**config.mk**
```make
export PLATFORM = sky130hd
export DESIGN_NAME = alu_sched
export DESIGN_NICKNAME = d
export VERILOG_FILES = /design/src/rtl/alu_sched.sv
export SDC_FILE = /design/constraint.sdc
export NUM_CORES = 1
export LEC_CHECK = 0
export CAP_MARGIN = 30
export CORE_ASPECT_RATIO = 0.9
export CORE_MARGIN = 4
export CORE_UTILIZATION = 30
export DETAILED_ROUTE_END_ITERATION = 16
export DONT_BUFFER_PORTS = 1
export PLACE_DENSITY_LB_ADDON = 0.25
export SLEW_MARGIN = 20
export SYNTH_ARGS = -nofsm -noshare
export SYNTH_HDL_FRONTEND = slang
export SYNTH_SLANG_ARGS = --single-unit
```
**constraint.sdc**
```tcl
create_clock -name clk -period 2.1 [get_ports clk]
set_input_delay 0.63 -clock clk [delete_from_list [all_inputs] [get_ports clk]]
set_output_delay 0.63 -clock clk [all_outputs]
set_load 0.01 [all_outputs]
```
**src/rtl/alu_sched.sv**
```systemverilog
// Round-robin sequencer for the shared ALU: two valid/ready requesters, a registered operand
// launch, one-cycle result capture, per-owner response with an optional un-accepted-response watchdog.
module alu_sched #(
  parameter int W       = 4,
  parameter int TIMEOUT = 15
) (
  input  logic         clk,
  input  logic         rst_n,
  input  logic         req0_valid,
  output logic         req0_ready,
  input  logic [W-1:0] req0_a,
  input  logic [W-1:0] req0_b,
  input  logic [2:0]   req0_op,
  input  logic         req1_valid,
  output logic         req1_ready,
  input  logic [W-1:0] req1_a,
  input  logic [W-1:0] req1_b,
  input  logic [2:0]   req1_op,
  output logic         rsp0_valid,
  input  logic         rsp0_ready,
  output logic         rsp1_valid,
  input  logic         rsp1_ready,
  output logic [W-1:0] rsp_data,
  output logic [W-1:0] alu_a,
  output logic [W-1:0] alu_b,
  output logic [2:0]   alu_op,
  input  logic [W-1:0] alu_res,
  output logic [W-1:0] disp_val,
  output logic         disp_src,
  output logic [7:0]   ops_done,
  output logic         err_timeout
);

  typedef enum logic [1:0] {IDLE, EXEC, RESP} state_e;

  // Watchdog fires on the TIMEOUT-th RESP cycle (counter starts at 0 on entry).
  localparam bit         WD_EN   = (TIMEOUT != 0);
  localparam logic [7:0] WD_LAST = (TIMEOUT == 0) ? 8'd0 : 8'(TIMEOUT - 1);

  state_e         state_q, state_d;
  logic           prio_q, owner_q, src_q, err_q;
  logic [W-1:0]   a_q, b_q, res_q, disp_q;
  logic [2:0]     op_q;
  logic [7:0]     ops_q, wd_q;

  logic           grant1, hs, rsp_rdy, wd_expire;

  assign grant1    = req1_valid && (!req0_valid || prio_q);
  assign hs        = (state_q == IDLE) && (req0_valid || req1_valid);
  assign rsp_rdy   = owner_q ? rsp1_ready : rsp0_ready;
  assign wd_expire = WD_EN && (wd_q == WD_LAST) && !rsp_rdy;

  always_ff @(posedge clk or negedge rst_n) begin
    if (!rst_n) state_q <= IDLE;
    else        state_q <= state_d;
  end

  always_comb begin
    state_d = state_q;
    case (state_q)
      IDLE:    if (hs) state_d = EXEC;
      EXEC:    state_d = RESP;
      RESP:    if (rsp_rdy || wd_expire) state_d = IDLE;
      default: state_d = IDLE;
    endcase
  end

  always_comb begin
    req0_ready = 1'b0;
    req1_ready = 1'b0;
    rsp0_valid = 1'b0;
    rsp1_valid = 1'b0;
    case (state_q)
      IDLE: begin
        req0_ready = req0_valid && !grant1;
        req1_ready = grant1;
      end
      RESP: begin
        rsp0_valid = !owner_q;
        rsp1_valid = owner_q;
      end
      default: ;
    endcase
  end

  always_ff @(posedge clk or negedge rst_n) begin
    if (!rst_n) begin
      a_q     <= '0;
      b_q     <= '0;
      op_q    <= '0;
      owner_q <= 1'b0;
      res_q   <= '0;
      wd_q    <= '0;
      ops_q   <= '0;
      disp_q  <= '0;
      src_q   <= 1'b0;
      prio_q  <= 1'b0;
      err_q   <= 1'b0;
    end else begin
      if (hs) begin
        a_q     <= grant1 ? req1_a  : req0_a;
        b_q     <= grant1 ? req1_b  : req0_b;
        op_q    <= grant1 ? req1_op : req0_op;
        owner_q <= grant1;
      end
      if (state_q == EXEC) begin
        res_q <= alu_res;
        wd_q  <= '0;
      end
      // A ready on the deadline cycle takes priority over the drop.
      if (state_q == RESP) begin
        if (rsp_rdy) begin
          ops_q  <= ops_q + 8'd1;
          disp_q <= res_q;
          src_q  <= owner_q;
          prio_q <= ~owner_q;
        end else if (wd_expire) begin
          err_q  <= 1'b1;
          prio_q <= ~owner_q;
        end else begin
          wd_q <= wd_q + 8'd1;
        end
      end
    end
  end

  assign alu_a       = a_q;
  assign alu_b       = b_q;
  assign alu_op      = op_q;
  assign rsp_data    = res_q;
  assign disp_val    = disp_q;
  assign disp_src    = src_q;
  assign ops_done    = ops_q;
  assign err_timeout = err_q;

endmodule

```
# == Word level (Yosys, flattened, before mapping) ==
# Index checks and enable logic that the tools add are counted.
# Widths: inputs -> output; s select.
# classes
n_mux,17
bitwise,2
div,0
n_eq_ne,5
multipliers,0
shifts,0
addsub,2
reduce_logical,17
order_cmp,0
# op_table
cell,n
$mux 8,4
$add 8x1->8 const B,2
$eq 8x4->1 const B,1
$mux 4,2
$mux 1,7
$pmux 2 s3,1
$reduce_and 2->1,3
$logic_and 1x1->1,4
$logic_not 1->1,4
$mux 2,2
$ne 2x2->1 const B,2
$logic_or 1x1->1,3
$mux 3,1
$reduce_and 3->1,1
$eq 2x1->1 const B,1
$eq 2x2->1 const B,1
$logic_not 2->1,1
$not 1->1,2
$reduce_bool 2->1,1
# totals
output_inout_bits,33
ramBits,0
memories,0
regBits,41
latch_bits,0
wordCells,55
mem_bits_ro,0

# == Depth between registers and ports, before layout ==
# logic_depth
ltp_word,6
mapped_depth,6
mapped_depth_nobuf,6

# == Worst setup path after synthesis ==
# No wires, ideal clock.
# synth_timing
kind,in2out
start,in req0_valid
end,out req0_ready
arrival_ns,1.385
path_buffers,1
path_slack_ns,0.085
stages,4
t_required_ns,1.470
path_cell_list,inv_1 -> o21ai_1 -> buf_4 -> and3_1
# synth_between
elab_chain_cells,6
# synth_lines
element,line_no,source
start: declaration,9,"input logic req0_valid,"
$logic_not 1->1,48,assign grant1 = req1_valid && (!req0_valid || prio_q);
$logic_or 1x1->1,48,
$logic_and 1x1->1,48,
$logic_not 1->1,75,req0_ready = req0_valid && !grant1;
$logic_and 1x1->1 *,75,
$mux 1 *,73,case (state_q)
end: declaration,10,"output logic req0_ready,"
# Mark *: on every way between the ends. The rest lies on a longest branch, timed or not.

# == Final worst setup path ==
# layout_timing
start,reg state_q[0]
end,out rsp0_valid
# layout_between
elab_chain_cells,2
# layout_lines
element,line_no,source
start: declaration,40,"state_e state_q, state_d;"
start signal: assignment,55,else state_q <= state_d;
$eq 2x2->1,73,
$mux 1,73,
end: declaration,19,"output logic rsp0_valid,"
# No other way between the ends.

==> out/metrics.cfg <==
[clock_tree]
cts_inserted_buffers = 5
cts_sinks = 41
clock_latency_ps = 290
cts_resized = 0
htree_levels = 2
cts_buffer_depth = 2
clk_pin_slew_worst_paths_ps = 80
cts_root_buffer = clkbuf_8
post_cts_buffers = 0
tritoncts = built
cts_hold_buf = 0

[power_and_ir_drop]
power.switching_mw = 1.09
p_int_mw = 1.65
p_leak_nw = 0.875
cellPowerDensity_mw_per_mm2 = 1320
swShare = 0.398
total_power_mw = 2.74
ir_drop_mv = 0.500
pwr-share-comb = 0.271
seqPwrFrac = 0.542
power.share.clock = 0.187

[critical_path]
critPathCaptureType = output port
critPathArrivalTime_ps = 1260
crit_type = flip-flop to output port
crit_path_max_incr_delay_ps = 420
crit_chain = nand2b_1 -> nor2_1
crit_slowest_cell = dfrtp_1
cp-start-kind = flip-flop
required_ps = 1470
reg2reg_from = owner_q
timing.rr.end = wd_q[2]
reg2reg_slack_ps = 430
crit_fanout = 5
rr_worst_depth = 4

[routing]
drt_iter0_drc = 35
via_per_inst = 4.93
postRouteAntennaNets = 0
post_drt_wl_per_cell_um = 16.2
routed_wl_mm = 4.12
first_pass_iters = 4
num_vias = 1251
drc = 0

[synth]
avgSynthCellArea_sq_um = 11.8
yosys-top-cells-area = dfrtp_1 (54%), mux2i_1 (7.4%), mux2_2 (5.4%)
synth-async-reset-ratio = 1.00
ys.flop_type = dfrtp_1
ys_seq_area_frac = 0.544
synth_area_sq_mm = 0.00188
yosysTopAreaCell = dfrtp_1
synth_edf_count = 0
synth_top_area_share = 0.544
syn_nets = 195
ys_seq_elements = 41
yosys_warnings = 0
synth_cells = 160
yosysUniqueCellTypes = 42

[finish]
final_cell_mix = dfrtp_1 (41), nor2_1 (15), mux2i_1 (14)
fin_nets = 201
drive_gt1_frac = 0.174
area_growth_syn_to_layout_pct = 10.6
diodes = 0
multi_input_area_sq_um = 821
regArea_sq_mm = 0.00103
layout_commonest_cell = dfrtp_1
nFillCells = 612

[job]
maxCapViolations = 0

[sta]
setup-tns-final_ps = 0
hold_violations = 0
period_needed_ps = 1890
fmax_mhz = 530
final-setup-viol-count = 0
finClkSkew_ps = 6.35
worstMarginPinSlew_ps = 764
rsz0062_at_grt = false
final-max-slew-violation-count = 0
max_slew_margin = 0.491
post-route-period-util = 0.899

[global_route]
grt_max_degree = 42
grt_pass1_wl_mm = 6.80
antenna_found_initial = 0
grt_overflow = 0
grt_pass1_vias = 1352
grtUsageTotal = 0.111

[floorplan]
fp.dieW_um = 91.5
initial_core_util = 0.308
dieArea_sq_mm = 0.00761
ioPinCount = 65
die_y_um = 83.2
core_sq_mm = 0.00611
rows = 27

[placed_design]
gp_congestion = 0.767
dp_hpwl_mm = 3.04
numPortBuffers = 0

[worst_hold_path]
hp-class = input port to async pin

[status]
status = completed

sequential cells by signal, summed over array words and instances, names as in the netlist:
signal       count
ops_done         8
wd_q             8
alu_a            4
alu_b            4
disp_val         4
rsp_data         4
alu_op           3
state_q          2
disp_src         1
err_timeout      1
owner_q          1
prio_q           1
how the worst max path moves through the flow:
stage,to,depth (start not counted),slack [ps],from
floorplan,req0_ready,4,90,req0_valid
global placement,req1_ready,3,360,req0_valid
detailed placement,req1_ready,3,320,req0_valid
CTS,rsp0_valid,2,200,state_q[0]
global route,rsp0_valid,2,150,state_q[0]
finish,rsp0_valid,2,210,state_q[0]
through the flow:
| stage | setup WS, ps | cells | hold slack (ps) | utilization | instance area [sq um] |
|---|---|---|---|---|---|
| 2_1_floorplan | 85.1 | 160 | 334 | - | 1880 |
| 3_3_place_gp | 359 | 246 | 336 | 0.327 | 2000 |
| 3_5_place_dp | 318 | 246 | 336 | 0.327 | 2000 |
| 4_1_cts | 197 | 254 | 13.3 | 0.341 | 2080 |
| 5_1_grt | 154 | 254 | 2.41 | 0.341 | 2080 |
| 6_report | 213 | 254 | 27.0 | 0.341 | 2080 |
cell usage after synthesis, types with 2 or more instances:
cell / number
nand2b_1: 3
nand4_1: 3
dfrtp_1: 41
nor3_1: 2
nor2_1: 15
inv_1: 5
xnor2_1: 6
o21ai_0: 2
clkbuf_1: 2
and3_1: 2
nand3_1: 6
o21ai_1: 2
nand2_1: 6
a21oi_1: 13
mux2i_1: 14
mux2_2: 9
xor2_1: 2
ha_1: 3
area by class of cell:
type,instances,share of cell area
Tap cell,87,0.0523
Clock inverter,3,0.00841
Inverter,5,0.00901
Sequential cell,41,0.492
Multi-Input combinational cell,110,0.394
Timing Repair Buffer,3,0.0108
Clock buffer,5,0.0330
power groups by stage:
| stage | Clock (mW) | Combinational (mW) | Sequential (mW) |
|---|---|---|---|
| global route | 0.569 | 0.838 | 1.53 |
| finish | 0.512 | 0.744 | 1.49 |
| detailed placement | 0 | 0.749 | 1.51 |
| CTS | 0.535 | 0.753 | 1.49 |
| global placement | 0 | 0.711 | 1.49 |
| floorplan | 0 | 0.628 | 1.41 |
cell families after synthesis:
logic type      Yosys count  synth area share
buf+inv                   9            0.0199
mux                      25             0.148
simple gates             48             0.146
flops                    41             0.544
compound gates           26            0.0843
fa+ha+maj                 3            0.0199
xor+xnor                  8            0.0372
per-layer routing:
metal / global-route usage / up-vias / routed length [um]
li1: - / 577 / -
met1: 0.126 / 627 / 1690
met2: 0.187 / 38 / 2070
met3: 0.0417 / 9 / 278
met4: 0.0452 / 0 / 85
met5: 0 / - / 0
worst max-delay path: cells and delay by family (launching register included):
family / cells / cell delay [ps]
DFF: 1 / 420
and+or+nand+nor: 2 / 550
No activity file was read; power rests on OpenSTA's default activity.
